===== config.mk =====
export PLATFORM = sky130hd
export DESIGN_NAME = seg_digit_scanner
export DESIGN_NICKNAME = d
export VERILOG_FILES = /design/src/rtl/seg_digit_scanner.sv
export SDC_FILE = /design/constraint.sdc
export NUM_CORES = 1
export LEC_CHECK = 0
export CORE_ASPECT_RATIO = 2
export CORE_MARGIN = 2
export CORE_UTILIZATION = 45
export DETAILED_ROUTE_END_ITERATION = 12
export HOLD_SLACK_MARGIN = 0.15
export PLACE_DENSITY = 0.73
export RECOVER_POWER = 100
export SYNTH_ARGS = -nofsm -noshare
export SYNTH_HDL_FRONTEND = slang
export SYNTH_SLANG_ARGS = --single-unit

===== constraint.sdc =====
create_clock -name clk -period 3.1 [get_ports clk]
set_input_delay 0.465 -clock clk [delete_from_list [all_inputs] [get_ports clk]]
set_output_delay 0.465 -clock clk [all_outputs]
set_load 0.02 [all_outputs]

===== src/rtl/seg_digit_scanner.sv =====
// Four-digit BCD scanner: time-multiplexes a held value onto one shared digit bus
// with active-low anodes. New values are swapped in only at a frame boundary.
module seg_digit_scanner #(
  parameter int REFRESH_DIV = 100000,
  parameter int DIV_W       = 17
) (
  input  logic        clk,
  input  logic        rst,
  input  logic        load,
  input  logic [15:0] data_in,
  input  logic        blank_lz,
  output logic [3:0]  digit_out,
  output logic [3:0]  an,
  output logic        frame_done
);

  localparam logic [DIV_W-1:0] DIV_LAST = DIV_W'(REFRESH_DIV - 1);

  logic [DIV_W-1:0] div;
  logic [1:0]       idx;
  logic [1:0]       idx_next;
  logic [15:0]      active;
  logic [15:0]      pending;
  logic [15:0]      active_next;
  logic             pend_vld;
  logic             tick;
  logic             frame_bnd;
  logic             blank_now;

  // Slot k>0 is a leading zero when digit k and every digit above it are zero.
  function automatic logic blank_slot(input logic [15:0] v, input logic [1:0] k);
    logic z;
    z = 1'b1;
    for (int j = 1; j < 4; j++) begin
      if (j >= int'(k) && v[4*j +: 4] != 4'h0) z = 1'b0;
    end
    return (k != 2'd0) && z;
  endfunction

  always_comb begin
    tick      = (div == DIV_LAST);
    frame_bnd = tick && (idx == 2'd3);
    idx_next  = idx;
    if (tick) idx_next = idx + 2'd1;
    active_next = active;
    if (frame_bnd) begin
      if (load)          active_next = data_in;
      else if (pend_vld) active_next = pending;
    end
    blank_now = blank_lz && blank_slot(active_next, idx_next);
  end

  always_ff @(posedge clk or posedge rst) begin
    if (rst) begin
      div        <= '0;
      idx        <= 2'd3;
      active     <= 16'h0;
      pending    <= 16'h0;
      pend_vld   <= 1'b0;
      digit_out  <= 4'h0;
      an         <= 4'b1111;
      frame_done <= 1'b0;
    end else begin
      div        <= tick ? '0 : div + 1'b1;
      idx        <= idx_next;
      active     <= active_next;
      frame_done <= frame_bnd;
      // A load on the boundary edge goes straight to active, so pending is left alone.
      if (frame_bnd) begin
        pend_vld <= 1'b0;
      end else if (load) begin
        pending  <= data_in;
        pend_vld <= 1'b1;
      end
      if (tick) begin
        digit_out <= active_next[{idx_next, 2'b00} +: 4];
        an        <= blank_now ? 4'b1111 : ~(4'b0001 << idx_next);
      end
    end
  end

endmodule


==> results of run 1 <==
==> power breakdown <==
group | total (W) | internal (W) | switching (W)
logic | 0.000120 | 0.0000604 | 0.0000600
clock network | 0.000922 | 0.000581 | 0.000341
registers | 0.000848 | 0.000828 | 0.0000198
==> state kept, by name (all words and copies together) (netlist names) <==
| signal | cells |
|---|---|
| an | 4 |
| digit_out | 4 |
| frame_done | 1 |
| div | 17 |
| pend_vld | 1 |
| pending | 16 |
| idx | 2 |
| active | 16 |
==> through the flow <==
step / instances / worst slack, ns / utilization
floorplan: 309 / 0.5342 / -
global placement: 431 / 0.3300 / 0.5282
detailed placement: 431 / 0.2802 / 0.5282
CTS: 447 / 0.2608 / 0.5680
global route: 447 / 0.07155 / 0.5638
finish: 447 / 0.1293 / 0.5638
==> Yosys cell counts (all sizes together) (2+ instances only) <==
cell / count
nand2b: 2
dfrtp: 55
inv: 9
nor3b: 3
dfstp: 6
clkbuf: 8
nand3: 7
a31oi: 6
xor2: 6
mux2i: 2
and4: 2
o21bai: 4
o311ai: 2
o21ai: 12
nor4bb: 2
a22oi: 6
ha: 2
nor4: 5
and2: 4
o211ai: 3
o22ai: 4
nand2: 24
or4: 2
xnor2: 10
nor3: 10
a2111oi: 2
a21oi: 10
nand4b: 2
nor2: 38
or2: 2
o211a: 2
a41oi: 3
nand4: 9
a21o: 2
nor2b: 3
buf: 5
mux2: 16
a32oi: 4
==> worst min-delay path, delay by kind of cell, from the launching register on <==
| kind | cells | cell delay, ns |
|---|---|---|
| flops | 1 | 0.34 |
| simple gates | 2 | 0.10 |
==> cells by family (layout without fill, tap and decap cells) <==
family                     after synthesis  after routing  synth area share
buffers and inverters                   22             70           0.02735
and+or+nand+nor                        122            122            0.2128
muxes                                   18             18           0.06342
xor gates and xnor gates                16             16           0.04439
DFF                                     61             61            0.4859
adders and majority gates                2              2          0.007926
AOI/OAI and AO/OA                       68             68            0.1581
==> cell type report <==
cell class                      count  area share
Clock buffer                       14     0.06800
Clock inverter                      2    0.002578
Inverter                            9    0.008701
Multi-Input combinational cell    226      0.3938
Sequential cell                    61      0.3951
Tap cell                           90     0.02900
Timing Repair Buffer               45      0.1028
==> routing by layer <==
metal | up-vias | global-route usage | wire (um)
met4 | 0 | 0.1834 | 553
met1 | 1351 | 0.2386 | 2991
met5 | - | 0 | 0
li1 | 1229 | - | -
met2 | 111 | 0.4408 | 4771
met3 | 44 | 0.05133 | 462
==> final timing paths <==
kind,startpoint,to,slack [ns],depth (start not counted)
hold / removal,digit_out[3],digit_out[3],0.47,2
hold reg to reg,digit_out[3],digit_out[3],0.47,2
min in group asynchronous,rst,pending[7],0.89,2
setup reg to reg,div[5],an[3],0.13,7
setup / recovery,div[5],an[3],0.13,7
max in group asynchronous,rst,pending[1],0.77,3
==> cells in the final DEF (no fill, tap or decap), types with 4 or more instances in the layout <==
master	instances
a21oi_1	10
a22oi_1	5
a31oi_1	6
a32oi_1	4
buf_4	10
clkbuf_1	8
clkbuf_16	9
clkdlybuf4s50_1	18
dfrtp_1	55
dfstp_2	6
dlygate4sd3_1	10
inv_1	9
mux2_2	16
nand2_1	24
nand3_1	7
nand4_1	9
nor2_1	38
nor3_1	10
o21ai_0	12
o21bai_1	4
o22ai_1	4
xnor2_1	10
xor2_1	6
==> impl_results.md, run 1 <==
- Max_slew headroom: 0.2044
- Crit-path leading delay family: simple AND/OR/NAND/NOR gates
- HPWL Detailed: 6.593 mm
- Largest net degree at the start of global routing: 31
- Final Wtd Congestion: 0.9735
- #FFs+latches synth: 61
- Via Count: 2,735
- Footprint of the multi-input gates: 1529 um2
- Setup Crit Path Kind: reg2reg
- Worst Clk Skew: 0.006986 ns
- DRT Pass-1 Iters: 4
- DIE AREA: 7742 um2
- Minimum hold slack: 0.4713 ns
- FMAX: 336.6 MHz
- Final Routed Wirelength: 8.779 mm
- Share of the synthesized area in the top cell type: 0.4360
- VDD IR max: 0.0003009 V
- H-tree depth: 3
- CP Buf/Inv Count: 0
- Cells after Synth: 309
- Max Slew Vio Count: 0
- Vias in the first global route: 2,858
- Drt drc: 0
- CTS buffer count: 9
- Post-synth ARST share: 1.000
- Core Area: 6887 um2
- Distinct cells, synth: 63
- Dominant cell type by area after synthesis: dfrtp_1
- Initial antenna violation count: 0
- Post-synth EDFFs: 0
- Critical path's slowest cell: or4b_4
- CTS Buffer Depth: 2
- Syn Area/Cell: 10.22 um2
- Register area: 1534 um2
- Fin crit share: 0.9583
- PnR Total Power: 0.001890 W
- Final instance area: 3882 um2
- Area Overhead vs Synth: 22.99%
- Setup repair bufs after CTS: 0
- Skew-Pair Late Insertion Delay: 0.34 ns
- Syn Std Cell Area: 3157 um2
- PwrDens: 486.9 nW/um2
- Hold-fix buffers, CTS: 0
- Final-layout fill cell count: 627
- Die extent in y: 122.5 um
- Placed Area: 3637 um2
- Clk slew on worst S/H paths: 0.05 ns
- Max Cap Viol: 0
- # diodes: 0
- Starting Density: 0.4584
- Mean number of vias per cell: 6.119
- GRT Total Usage: 0.2434
- Status: finished clean
- RSZ-0062 raised after global routing: false
- CTS resizes: 0
- Area contributors post-synth: dfrtp_1, mux2_2, dfstp_2
- Total negative setup slack: 0 ns
- HP Class: reg2reg
- I/O Buffers: 28
- Setup crit end kind: flip-flop
- Crit path DAT: 3.23 ns
- Final setup fails: 0
- CP Launch Type: flip-flop
- Wire per inst: 19.64 um
- Fin nets: 374
- Syn Nets: 331
- Min Tclk post-route: 2.971 ns
- Iteration-0 DRC Markers: 205
- Sink Count: 61
- First-pass GRT wire length: 14.10 mm
- Max incr delay on CP: 0.61 ns
- I/O pin cnt: 29
- Clk root buf: clkbuf_16
- Layout cells sized above 1: 0.1625
- Leakage: 1.628 nW
- Hold Vio Cnt, Final: 0
- DRT antenna net count: 0
- Ys flop type: dfrtp_1
- Max FO, Critical Path: 7
- CP required: 3.36 ns
- Seq/Total Area, Yosys: 0.4859
- Total congestion overflow: 0
- Die width: 63.23 um
- Warning count from the yosys run: 0
- Actual slew at the worst max-slew pin: 1.192 ns
- Crit-path cells: or4b_4 -> nor4_4 -> nand2_1 -> a22oi_4 -> o211ai_1 -> a2111oi_2 -> o21bai_1
- Cell Rows: 43
- CTS tree: yes
No activity file was read; power rests on OpenSTA's default activity.
==> inputs of run 2 (changes only) <==
- SLEW_MARGIN: default -> 20
==> results of run 2 <==
Final layout, timing and power as in run 1 (identical DEF).
